### config.mk
export PLATFORM = sky130hd
export DESIGN_NAME = adder_cpu_controller
export DESIGN_NICKNAME = d
export VERILOG_FILES = /design/src/rtl/adder_cpu_pkg.sv /design/src/rtl/mem_wait_timer.sv /design/src/rtl/adder_cpu_controller.sv
export SDC_FILE = /design/constraint.sdc
export NUM_CORES = 1
export LEC_CHECK = 0
export ABC_AREA = 1
export BUFFER_PORTS_ARGS = -buffer_cell sky130_fd_sc_hd__buf_2
export CELL_PAD_IN_SITES_DETAIL_PLACEMENT = 0
export CELL_PAD_IN_SITES_GLOBAL_PLACEMENT = 1
export CORE_ASPECT_RATIO = 1.4
export CORE_MARGIN = 3
export CORE_UTILIZATION = 40
export DETAILED_ROUTE_END_ITERATION = 6
export PLACE_DENSITY = 0.88
export SETUP_SLACK_MARGIN = 0.02
export SLEW_MARGIN = 40
export SYNTH_ARGS = -nofsm -noshare
export SYNTH_HDL_FRONTEND = slang
export SYNTH_SLANG_ARGS = --single-unit
### constraint.sdc
create_clock -name clk -period 2.73 [get_ports clk]
set_clock_uncertainty 0.1 [all_clocks]
set_input_delay 0.546 -clock clk [delete_from_list [all_inputs] [get_ports clk]]
set_output_delay 0.546 -clock clk [all_outputs]
set_load 0.02 [all_outputs]
### src/rtl/adder_cpu_pkg.sv
// Shared definitions for the adding-machine CPU control path: FSM states, opcodes
// and the select encodings driven onto the datapath.
package adder_cpu_pkg;

    typedef enum logic [2:0] {
        ST_IDLE,
        ST_INIT,
        ST_FETCH,
        ST_DECODE,
        ST_EXEC_RD,
        ST_EXEC_WR,
        ST_EXEC_JMP,
        ST_ERROR
    } state_t;

    localparam logic [1:0] OP_LDA = 2'b00;
    localparam logic [1:0] OP_STA = 2'b01;
    localparam logic [1:0] OP_ADD = 2'b10;
    localparam logic [1:0] OP_JMP = 2'b11;

    localparam logic ALU_PASS = 1'b0;
    localparam logic ALU_ADD  = 1'b1;

    localparam logic ADDR_PC = 1'b0;
    localparam logic ADDR_IR = 1'b1;

    // States that hold a memory access open until mem_ready.
    function automatic logic is_mem_state(input state_t s);
        return (s == ST_FETCH) || (s == ST_EXEC_RD) || (s == ST_EXEC_WR);
    endfunction

    function automatic state_t exec_state(input logic [1:0] op);
        state_t s;
        case (op)
            OP_LDA, OP_ADD: s = ST_EXEC_RD;
            OP_STA:         s = ST_EXEC_WR;
            default:        s = ST_EXEC_JMP;
        endcase
        return s;
    endfunction

endpackage

### src/rtl/mem_wait_timer.sv
// Counts consecutive stalled cycles of one memory access; flags the stall cycle
// on which the count would reach WAIT_LIMIT.
module mem_wait_timer #(
    parameter int unsigned WAIT_LIMIT = 16,
    parameter int unsigned CNT_W      = 5
) (
    input  logic clk,
    input  logic rst_n,
    input  logic clear,
    input  logic enable,
    output logic expired
);

    logic [CNT_W-1:0] wait_cnt;

    always_ff @(posedge clk or negedge rst_n) begin
        if (!rst_n) begin
            wait_cnt <= '0;
        end else if (clear) begin
            wait_cnt <= '0;
        end else if (enable) begin
            wait_cnt <= wait_cnt + CNT_W'(1);
        end
    end

    // The WAIT_LIMIT-th stalled cycle is the last one allowed.
    assign expired = enable && (wait_cnt == CNT_W'(WAIT_LIMIT - 1));

endmodule

### src/rtl/adder_cpu_controller.sv
// Multi-cycle control FSM of the adding-machine CPU: FETCH, DECODE, one execute
// state per instruction, with a memory-timeout ERROR state.
module adder_cpu_controller
    import adder_cpu_pkg::*;
#(
    parameter int unsigned WAIT_LIMIT = 16,
    parameter int unsigned CNT_W      = 5
) (
    input  logic       clk,
    input  logic       rst_n,
    input  logic       start,
    input  logic       stop,
    input  logic [1:0] opcode,
    input  logic       mem_ready,
    output logic       clr_pc,
    output logic       inc_pc,
    output logic       ld_pc,
    output logic       ld_ir,
    output logic       clr_ac,
    output logic       ld_ac,
    output logic       alu_sel,
    output logic       addr_sel,
    output logic       mem_read,
    output logic       mem_write,
    output logic       busy,
    output logic       err
);

    state_t     state_q;
    state_t     state_d;
    state_t     boundary;
    logic [1:0] op_q;
    logic       timer_clear;
    logic       timer_en;
    logic       expired;

    always_ff @(posedge clk or negedge rst_n) begin
        if (!rst_n) begin
            state_q <= ST_IDLE;
            op_q    <= '0;
        end else begin
            state_q <= state_d;
            if (state_q == ST_DECODE) begin
                op_q <= opcode;
            end
        end
    end

    // Every state change restarts the count, so each access gets a fresh budget.
    assign timer_clear = (state_d != state_q);
    assign timer_en    = is_mem_state(state_q) && !mem_ready;

    mem_wait_timer #(
        .WAIT_LIMIT (WAIT_LIMIT),
        .CNT_W      (CNT_W)
    ) u_wait_timer (
        .clk     (clk),
        .rst_n   (rst_n),
        .clear   (timer_clear),
        .enable  (timer_en),
        .expired (expired)
    );

    assign boundary = stop ? ST_IDLE : ST_FETCH;

    always_comb begin
        state_d   = state_q;
        clr_pc    = 1'b0;
        inc_pc    = 1'b0;
        ld_pc     = 1'b0;
        ld_ir     = 1'b0;
        clr_ac    = 1'b0;
        ld_ac     = 1'b0;
        alu_sel   = ALU_PASS;
        addr_sel  = ADDR_PC;
        mem_read  = 1'b0;
        mem_write = 1'b0;
        busy      = 1'b1;
        err       = 1'b0;

        case (state_q)
            ST_IDLE: begin
                busy = 1'b0;
                if (start) begin
                    state_d = ST_INIT;
                end
            end
            ST_INIT: begin
                clr_pc  = 1'b1;
                clr_ac  = 1'b1;
                state_d = boundary;
            end
            ST_FETCH: begin
                mem_read = 1'b1;
                addr_sel = ADDR_PC;
                if (mem_ready) begin
                    ld_ir   = 1'b1;
                    inc_pc  = 1'b1;
                    state_d = ST_DECODE;
                end else if (expired) begin
                    state_d = ST_ERROR;
                end
            end
            ST_DECODE: begin
                state_d = exec_state(opcode);
            end
            ST_EXEC_RD: begin
                mem_read = 1'b1;
                addr_sel = ADDR_IR;
                alu_sel  = (op_q == OP_ADD) ? ALU_ADD : ALU_PASS;
                if (mem_ready) begin
                    ld_ac   = 1'b1;
                    state_d = boundary;
                end else if (expired) begin
                    state_d = ST_ERROR;
                end
            end
            ST_EXEC_WR: begin
                mem_write = 1'b1;
                addr_sel  = ADDR_IR;
                if (mem_ready) begin
                    state_d = boundary;
                end else if (expired) begin
                    state_d = ST_ERROR;
                end
            end
            ST_EXEC_JMP: begin
                ld_pc   = 1'b1;
                state_d = boundary;
            end
            ST_ERROR: begin
                busy = 1'b0;
                err  = 1'b1;
                if (start) begin
                    state_d = ST_INIT;
                end
            end
            default: begin
                busy    = 1'b0;
                state_d = ST_IDLE;
            end
        endcase
    end

endmodule
== Word-level counts from Yosys, hierarchy flattened ==
Index checks and enable logic that the tools add are counted.

* Bits in registers: 10
* Input bits: 7
* Output and inout port bits: 12
* Logic and storage cells: 50

* $add $sub $neg: 1
* Equality and inequality tests: 12
* Multiplexer cells: 21
* Reduce and logical (&&, ||, !) cells: 13

{| class="wikitable"
|+ Operator list
! kind !! number
|-
| 3-bit one-hot mux with 5 select lines || 1
|-
| 3-bit == test (second input constant) || 4
|-
| 1-bit two-way mux || 12
|-
| 3-bit two-way mux || 4
|-
| 5-bit two-way mux || 2
|-
| 2-bit OR reduction || 5
|-
| 3-bit by 2-bit == test with 1-bit output (second input constant) || 2
|-
| 5-bit by 1-bit adder with 5-bit output (second input constant) || 1
|-
| 5-bit by 4-bit == test with 1-bit output (second input constant) || 1
|-
| 2-bit == test (second input constant) || 2
|-
| 2-bit one-hot mux with 2 select lines || 1
|-
| 3-bit by 1-bit == test with 1-bit output (second input constant) || 1
|-
| 3-bit logical NOT || 1
|-
| 3-bit inequality test || 1
|-
| 2-bit by 1-bit == test with 1-bit output (second input constant) || 1
|-
| 1-bit logical AND || 2
|-
| 2-bit logical NOT || 1
|-
| 1-bit logical OR || 2
|-
| 2-bit two-way mux || 1
|-
| 2-bit nonzero test || 1
|-
| 1-bit logical NOT || 1
|}

== Logic depth before layout (Yosys ltp) ==
Gate-level depths: netlist of run 1.

* Depth after elaboration: 10
* Gate-level depth with buffers: 12
* Depth with buffers taken out: 11

== Hierarchy ==
From an unflattened synthesis of run 1, not the netlist that was laid out.

* Cells, all modules: 118
* Area total of the unflattened synthesis: 835.8 um^2

{| class="wikitable"
|+ Modules (own cells, without submodules)
! module !! instances !! cells each !! area each (um^2) !! sequential area each (um^2)
|-
| adder_cpu_controller || 1 || 85 || 560.5 || 125.1
|-
| mem_wait_timer || 1 || 33 || 275.3 || 125.1
|}

== Worst setup path after synthesis of run 1 ==
No wires, ideal clock.

* Kind: register to output
* Start point: register state_q[1]
* End point: output alu_sel
* Arrival: 1.225 ns
* Required time: 2.084 ns
* Setup slack: 0.859 ns
* Cell stages (with the launch flop): 5
* Path buffers: 1
* Path through: dfrtp_1 -> buf_6 -> nor2_4 -> nand2_2 -> nor3b_1

* Cells in the longest elaborated chain, start to end: 2

{| class="wikitable"
|+ Ends and longest elaborated chain
! item !! RTL line !! text
|-
| start, declared || adder_cpu_controller.sv:29 || <nowiki>state_t state_q;</nowiki>
|-
| start signal, assigned || adder_cpu_controller.sv:42 || <nowiki>state_q <= state_d;</nowiki>
|-
| 3-bit == test || adder_cpu_controller.sv:81 || <nowiki>case (state_q)</nowiki>
|-
| 1-bit two-way mux || adder_cpu_controller.sv:81 ||
|-
| end, declared || adder_cpu_controller.sv:21 || <nowiki>output logic alu_sel,</nowiki>
|}

No other way between the ends.

== Worst setup path after layout of run 1 ==
Same ends and word-level chain as after synthesis.

==> results.toml, run 1 <==
[routing]
wl_met2_um = 818
drt_iter0_markers = 21
drt-met1-wl_um = 741
vias = 703
top_layer = "met4"
routed-wl-met3_um = 64
wl_per_cell_um = 11.01
drt-vias-per-instance = 4.718
first_pass_iters = 4
antenna_left = 0
drc = 0
wl_um = 1641

[timing]
setup_ws_ns = 0.6102
hold_viol_final = 0
finalSetupTns_ns = 0
finalSetupViolations = 0
relSlewSlack_pct = 67.61
whs_ns = 0.02611
tightest_slew_ns = 0.4858
fmax_mhz = 471.8
fin_crit_sh_pct = 77.65
slew_violations = 0
rsz0062_at_grt = "false"
min_period_ns = 2.120

[setup_path]
critPathArrivalTime_ns = 1.47
worstSetupPathType = "flop to primary output"
crit_required_ns = 2.08
crit_fanout = 9
start_kind = "flop"
endpoint_kind = "primary output"

[final_layout]
drive_above_1_share_pct = 44.53
fin_nets = 138
antenna_cells = 0
areaGrowthSynthToFinish_pct = 12.76

[synthesis]
synthTopCellsByArea = "dfrtp_1, nand2_1, nor2_4"
synth-edff-count = 0
yosysWarnings = 0
synth_top_area_share_pct = 29.67
syn_area_um2 = 843.3
synth_area_leader_cell = "dfrtp_1"
netlist_instances = 111
synth_flop_cell = "dfrtp_1"
ys_seq_area_share_pct = 29.67
yosysMostFrequentCell = "nand2_1"
synth.distinct_cells = 24
synthArstFlopShare_pct = 100.0
avgSynthCellArea_um2 = 7.597
syn_nets = 120
ys_ff_latch = 10
synthTopCellsByCount = "nand2_1, dfrtp_1, inv_1"

[placed_design]
io_buffer_count = 18
pre_cts_slack_ns = 0.8744
dp_hpwl_um = 1349
place_congestion = 0.7985

[clocking]
clk_path_buf_depth = 2
cts.htree.levels = 1
cts-root-buf = "clkbuf_4"
cts_sinks = 10
post-cts-setup-buffer-count = 0
holdBufCountCts = 0
post_cts_resize_count = 0
tritoncts = "built"
insertion_delay_ns = 0.26
numCtsBuffers = 3
clkTransAtPathRegs_ns = 0.07

[power_and_ir_drop]
p_switching_uw = 531.5
switching_share_pct = 53.01
ir_drop_mv = 0.4203
leakage_nw = 0.5386
power_density_nw_per_um2 = 1054
pwr-share-comb_pct = 59.1
seq_power_share_pct = 27.9
power.total_mw = 1.003
power.internal_uw = 471.1
power_frac_clock_pct = 13.1

[global_route]
grt_pass1_vias = 621
grt_pass1_wl_um = 2684
antenna_found_initial = 0
grt_usage_pct = 13.67
grt_max_degree = 11
grt_overflow = 0

[die]
core_area_um2 = 1973
start_util_pct = 42.74
rows = 19
dieArea_um2 = 2703
die_h_um = 60.33
ioPinCount = 19
die_x_um = 44.81

[flow_run]
drv_cap = 0

[run_status]
status = "finished, final reports clean"

[min_path]
holdCritPathClass = "primary input to async pin"
placed cells by master (no fill, tap or decap):
cell type  synthesis  layout
nor2_1             5       5
ha_1               2       2
nand2_1           24      24
xnor2_1            1       1
clkbuf_4           0       3
xor2_1             2       2
nor2_4             5       5
nor3b_1            1       1
clkbuf_8           0       1
nor2_2             8       8
a21oi_1            1       1
inv_1             10      10
nand4_1            5       5
nand3_1            6       6
and3_1             1       1
o21ai_1            1       1
o21ai_0            2       2
buf_2              0      18
inv_6              1       1
nand2_4            1       1
dfrtp_1           10      10
inv_2              6       6
inv_4              1       1
nand3_2            5       5
nand2_2            8       8
critical path, cell delays in order, from the launching register on:
cell and delay, ns:
dfrtp_1 0.55, nor2_4 0.20, nand2_2 0.09, nor3b_1 0.19, buf_2 0.19
final timing paths:
| path | from | end | slack, ns | depth (start not counted) |
|---|---|---|---|---|
| worst max-delay path | state_q[1]$_DFF_PN0_ | alu_sel | 0.61 | 4 |
| worst min-delay path | rst_n | u_wait_timer.wait_cnt[3]$_DFFE_PN0P_ | 0.03 | 1 |
| worst max register to register | u_wait_timer.wait_cnt[0]$_DFFE_PN0P_ | u_wait_timer.wait_cnt[0]$_DFFE_PN0P_ | 0.90 | 11 |
| worst min register to register | op_q[0]$_DFFE_PN0P_ | op_q[0]$_DFFE_PN0P_ | 0.38 | 2 |
| max in group asynchronous | rst_n | op_q[1]$_DFFE_PN0P_ | 2.31 | 1 |
| min in group clk | op_q[0]$_DFFE_PN0P_ | op_q[0]$_DFFE_PN0P_ | 0.38 | 2 |
sequential cells by signal, indices dropped and copies added (netlist names):
name	count
state_q	3
op_q	2
u_wait_timer.wait_cnt	5
routing by layer:
| layer | GRT usage [%] | up-vias |
|---|---|---|
| met3 | 2.671 | 2 |
| met1 | 16.79 | 306 |
| met5 | 0 | - |
| li1 | - | 381 |
| met4 | 7.531 | 0 |
| met2 | 22.18 | 14 |
metrics by stage:
step	instances	cell area (µm²)	utilization, %
after floorplan	111	843.3	-
after global placement	145	914.6	46.35
after detailed placement	145	914.6	46.35
after CTS	149	950.9	48.19
after global routing	149	950.9	48.19
final	149	950.9	48.19
power groups by stage:
| stage | clock network (mW) | logic (mW) | registers, mW |
|---|---|---|---|
| finish | 0.131 | 0.592 | 0.279 |
| global route | 0.141 | 0.655 | 0.287 |
| CTS | 0.137 | 0.603 | 0.278 |
| detailed placement | 0 | 0.601 | 0.281 |
| global placement | 0 | 0.594 | 0.279 |
| floorplan | 0 | 0.586 | 0.205 |
kinds of logic (layout without fill, tap and decap cells):
| family | count (synthesis) | count (layout) | share of synthesized area, % |
|---|---|---|---|
| compound gates | 4 | 4 | 2.373 |
| fa+ha+maj | 2 | 2 | 2.967 |
| xor+xnor | 3 | 3 | 3.116 |
| simple gates | 69 | 69 | 47.63 |
| flops | 10 | 10 | 29.67 |
| buf+inv | 23 | 40 | 14.24 |
final cells by class:
cell class / count / area, µm²
fill: 201 / 1022
multi-input combinational: 78 / 473.0
sequential: 10 / 250.2
timing repair buffer: 18 / 90.09
inverter: 18 / 75.07
clock buffer: 4 / 36.28
tap: 21 / 26.28
Note: power is estimated with default switching activity, not from simulation.
==> run 2, diff against run 1 <==
--- a/config.mk
+++ b/config.mk
@@ -11,9 +11,9 @@
 export CELL_PAD_IN_SITES_GLOBAL_PLACEMENT = 1
 export CORE_ASPECT_RATIO = 1.4
 export CORE_MARGIN = 3
-export CORE_UTILIZATION = 40
+export CORE_UTILIZATION = 34
 export DETAILED_ROUTE_END_ITERATION = 6
-export PLACE_DENSITY = 0.88
+export PLACE_DENSITY = 0.81
 export SETUP_SLACK_MARGIN = 0.02
 export SLEW_MARGIN = 40
 export SYNTH_ARGS = -nofsm -noshare
==> constraint.sdc (replaced) <==
create_clock -name clk -period 1.8 [get_ports clk]
set_clock_uncertainty 0.1 [all_clocks]
set_input_delay 0.36 -clock clk [delete_from_list [all_inputs] [get_ports clk]]
set_output_delay 0.36 -clock clk [all_outputs]
set_load 0.02 [all_outputs]
==> run 2 against run 1 <==
Routed wire length rose by 20%. Critical endpoint is now inc_pc. Largest power group unchanged. Worst hold slack improved by 0.29 ns. Highest routed layer unchanged. Register-to-register slack got worse by 0.83 ns.
==> results.toml, run 2 (synthesis results as in run 1) <==
[run_status]
status = "finished, final reports clean"

[setup_path]
path_cells = "buf_4, nor2_2, nand3_1, inv_1, buf_4"
critPathArrivalTime_ns = 1.30
start_kind = "flop"
crit_fanout = 4
cp_common_cell = "buf_4"
max_stage_delay_ns = 0.44
critPathSlowestCell = "dfrtp_2"
worstSetupPathType = "flop to primary output"
endpoint_kind = "primary output"
crit_required_ns = 1.34

[routing]
wl_um = 1976
drt-vias-per-instance = 4.547
drc = 0
antenna_left = 0
drt_iter0_markers = 9
wl_per_cell_um = 11.49
vias = 782
first_pass_iters = 4

[placed_design]
place_congestion = 0.8448
place_inst = 162
io_buffer_count = 18
dp_hpwl_um = 1483

[global_route]
grt_usage_pct = 13.86
grt_pass1_vias = 764
antenna_found_initial = 0
grt_pass1_wl_um = 3160
grt_max_degree = 11
grt_overflow = 0

[timing]
fin_crit_sh_pct = 97.77
rsz0062_at_grt = "true"
min_period_ns = 1.760
slew_violations = 0
relSlewSlack_pct = 85.12
hold_viol_final = 0
fmax_mhz = 568.2
finalSetupViolations = 0
tightest_slew_ns = 0.2232

[power_and_ir_drop]
power_density_nw_per_um2 = 1568
ir_drop_mv = 0.6630
leakage_nw = 0.6035
power.total_mw = 1.803

[clocking]
insertion_delay_ns = 0.25
clk_path_buf_depth = 2
cts_sinks = 10
cts.htree.levels = 1
clkTransAtPathRegs_ns = 0.06
numCtsBuffers = 3
tritoncts = "built"
cts-root-buf = "clkbuf_4"

[final_layout]
mostFrequentLayoutCell = "nand2_1"
fin_util_pct = 50.49
fin_nets = 150
largest_reg_flops = 5
final_cell_mix = "nand2_1, buf_4, buf_2, inv_1"
top_regs = "u_wait_timer.wait_cnt: 5 flops, state_q: 3 flops, op_q: 2 flops"
drive_above_1_share_pct = 56.83
areaGrowthSynthToFinish_pct = 36.35
fill_cells = 220
largest_register = "u_wait_timer.wait_cnt"
final-instance-count-excl-fill = 172
antenna_cells = 0

[die]
start_util_pct = 37.03
die_h_um = 64.93
dieArea_um2 = 3122
die_x_um = 48.09
ioPinCount = 19
core_area_um2 = 2277
rows = 20

[flow_run]
drv_cap = 0

[min_path]
holdCritPathClass = "primary input to flop"
run 2: worst max-delay path, delay by kind of cell, from the launching register on:
family	cells	cell delay, ns
AND/OR/NAND/NOR	2	0.22
buffers and inverters	3	0.39
flip-flops	1	0.44
run 2: per-stage QoR:
step | instance area [µm²] | setup WS (ns) | TNS [ns] | hold slack [ns]
finish | 1150 | 0.04008 | 0 | 0.3129
global route | 1150 | -0.06222 | -0.3708 | 0.3125
CTS | 1057 | 0.02053 | 0 | 0.3049
detailed placement | 979.7 | 0.01296 | 0 | 0.1332
global placement | 979.7 | 0.05306 | 0 | 0.1256
floorplan | 843.3 | 0.1151 | 0 | -0.03559
run 2: final cells by class:
type | instances | area [µm²] | area share (%)
sequential | 10 | 252.7 | 21.98
multi-input combinational | 78 | 534.3 | 46.46
tap | 33 | 41.29 | 3.591
timing repair buffer | 30 | 224.0 | 19.48
inverter | 18 | 75.07 | 6.529
clock buffer | 3 | 22.52 | 1.959
run 2: timing repair:
action / in CTS / in global routing
endpoints found under the hold margin: 10 / 0
setup endpoints to repair: 16 / 14
resized for setup: 3 / 23
hold buffers: 1 / 0
setup buffers: 5 / 1
pin swaps: 4 / 6
run 2: final timing paths:
path	slack (ns)	from	end	depth (start not counted)
worst max-delay path	0.04	state_q[0]$_DFF_PN0_	inc_pc	5
worst min register to register	0.39	op_q[1]$_DFFE_PN0P_	op_q[1]$_DFFE_PN0P_	2
min in group asynchronous	0.39	rst_n	u_wait_timer.wait_cnt[1]$_DFFE_PN0P_	2
worst max register to register	0.07	state_q[1]$_DFF_PN0_	u_wait_timer.wait_cnt[2]$_DFFE_PN0P_	12
worst min-delay path	0.31	opcode[0]	op_q[0]$_DFFE_PN0P_	3
max in group asynchronous	1.01	rst_n	state_q[1]$_DFF_PN0_	2
run 2: per-layer routing:
layer | up-vias | track usage (%) | wire [µm]
met5 | - | 0 | 0
met4 | 0 | 5.387 | 31
met3 | 4 | 1.667 | 38
met2 | 14 | 24.83 | 1119
met1 | 361 | 15.41 | 788
li1 | 403 | - | -
run 2: power by group:
part | internal, mW | total [mW] | switching (mW)
Clock | 0.0765 | 0.140 | 0.0636
Combinational | 0.531 | 1.31 | 0.782
Sequential | 0.289 | 0.350 | 0.0608
==> run 3, diff against run 2 <==
--- a/config.mk
+++ b/config.mk
@@ -13,6 +13,8 @@
 export CORE_MARGIN = 3
 export CORE_UTILIZATION = 34
 export DETAILED_ROUTE_END_ITERATION = 6
+export GPL_ROUTABILITY_DRIVEN = 1
+export MAX_ROUTING_LAYER = met4
 export PLACE_DENSITY = 0.81
 export SETUP_SLACK_MARGIN = 0.02
 export SLEW_MARGIN = 40
==> run 3 against run 2 <==
Combinational power barely moved. Final cell count did not move. Largest power group unchanged. Register-to-register slack barely moved. Worst hold slack barely moved. Die area did not move. First-iteration DRC count did not move. Critical path type unchanged. Power did not move. Non-clock buffer count did not move. Setup slack barely moved. Count of clock-buffer cells in the layout did not move. Clock power barely moved. Maximum frequency barely moved.
==> results.toml, run 3 (synthesis results as in run 1) <==
[run_status]
status = "finished, final reports clean"

[timing]
min_period_ns = 1.760
hold_viol_final = 0
finalSetupTns_ns = 0
slew_violations = 0
finalSetupViolations = 0
rsz0062_at_grt = "true"
tightest_slew_ns = 0.2232
fin_crit_sh_pct = 97.77
relSlewSlack_pct = 85.12
fmax_mhz = 568.2

[clocking]
cts.htree.levels = 1
cts-root-buf = "clkbuf_4"
tritoncts = "built"
clk_path_buf_depth = 2
cts_sinks = 10
clkTransAtPathRegs_ns = 0.06
numCtsBuffers = 3
insertion_delay_ns = 0.25

[flow_run]
drv_cap = 0

[setup_path]
critPathSlowestCell = "dfrtp_2"
critPathArrivalTime_ns = 1.30
start_kind = "flop"
crit_buf_inv = 3
crit_fanout = 4
critical-path-top-delay-family = "flip-flops"
path_cells = "buf_4, nor2_2, nand3_1, inv_1, buf_4"
crit_required_ns = 1.34
cp_common_cell = "buf_4"
max_stage_delay_ns = 0.44
endpoint_kind = "primary output"
worstSetupPathType = "flop to primary output"

[power_and_ir_drop]
leakage_nw = 0.6035
power_density_nw_per_um2 = 1568
ir_drop_mv = 0.6630

[min_path]
holdCritPathClass = "primary input to flop"

[final_layout]
drive_above_1_share_pct = 56.83
fin_nets = 150
final_cell_mix = "nand2_1, buf_4, buf_2, inv_1"
fin_util_pct = 50.49
areaGrowthSynthToFinish_pct = 36.35
largest_register = "u_wait_timer.wait_cnt"
top_regs = "u_wait_timer.wait_cnt: 5 flops, state_q: 3 flops, op_q: 2 flops"
antenna_cells = 0
mostFrequentLayoutCell = "nand2_1"
largest_reg_flops = 5

[routing]
drt_iter0_markers = 9
wl_um = 1976
drc = 0
wl_per_cell_um = 11.49
first_pass_iters = 4
vias = 782
drt-vias-per-instance = 4.547
antenna_left = 0

[die]
core_area_um2 = 2277
dieArea_um2 = 3122
die_h_um = 64.93
start_util_pct = 37.03
rows = 20
ioPinCount = 19
die_x_um = 48.09

[global_route]
grt_pass1_wl_um = 3160
grt_max_degree = 11
grt_overflow = 0
grt_usage_pct = 14.20
grt_pass1_vias = 767
antenna_found_initial = 0

[placed_design]
io_buffer_count = 18
dp_hpwl_um = 1483
place_congestion = 0.8580
run 3: layout make-up:
type,instances,area (µm²)
clock buffer,3,22.52
multi-input combinational,78,534.3
fill,220,1127
timing repair buffer,30,224.0
tap,33,41.29
sequential,10,252.7
inverter,18,75.07
run 3: final timing paths:
path	startpoint	to	slack (ns)	cells after the start
worst max-delay path	state_q[0]$_DFF_PN0_	inc_pc	0.04	5
max in group asynchronous	rst_n	state_q[1]$_DFF_PN0_	1.01	2
worst min register to register	op_q[1]$_DFFE_PN0P_	op_q[1]$_DFFE_PN0P_	0.39	2
worst max register to register	state_q[1]$_DFF_PN0_	u_wait_timer.wait_cnt[2]$_DFFE_PN0P_	0.07	12
min in group asynchronous	rst_n	u_wait_timer.wait_cnt[1]$_DFFE_PN0P_	0.39	2
worst min-delay path	opcode[0]	op_q[0]$_DFFE_PN0P_	0.31	3
run 3: worst register-to-register path, stage by stage (launching register included):
cell and delay [ns]:
dfrtp_2 0.44, buf_4 0.16, buf_4 0.14, nand3_4 0.09
nand2_2 0.07, nor2_2 0.14, nand2_1 0.08, nand2_1 0.07
nand2_1 0.07, nand2_2 0.09, nor2_4 0.04, nand2_4 0.10
nor2_2 0.04
run 3: routing by layer:
metal  track usage [%]  vias to the layer above  routed length (µm)
li1                  -                      403                   -
met3             1.667                        4                  38
met5                 -                        -                   0
met4             5.387                        0                  31
met2             24.83                       14                1119
met1             15.41                      361                 788
run 3: metrics by stage:
step / power [mW] / setup WS [ns] / instance area [µm²] / hold WS (ns) / cells
after floorplan: 1.201 / 0.1151 / 843.3 / -0.03559 / 111
after global placement: 1.431 / 0.05306 / 979.7 / 0.1256 / 162
after detailed placement: 1.440 / 0.01296 / 979.7 / 0.1332 / 162
after CTS: 1.682 / 0.02053 / 1057 / 0.3049 / 171
after global routing: 1.953 / -0.06222 / 1150 / 0.3125 / 172
final: 1.803 / 0.04007 / 1150 / 0.3129 / 172
run 3: timing repair:
action | CTS | global route
hold buffers | 1 | 0
endpoints found under the setup margin | 16 | 14
resized for setup | 3 | 23
endpoints found under the hold margin | 10 | 0
pin swaps | 4 | 6
buffers inserted | 5 | 1
run 3: report_power, final:
group	switching (mW)	internal, mW	leakage [nW]
registers	0.0608	0.289	0.130
clock network	0.0636	0.0765	0.0138
logic	0.782	0.531	0.459
total	0.906	0.897	0.604
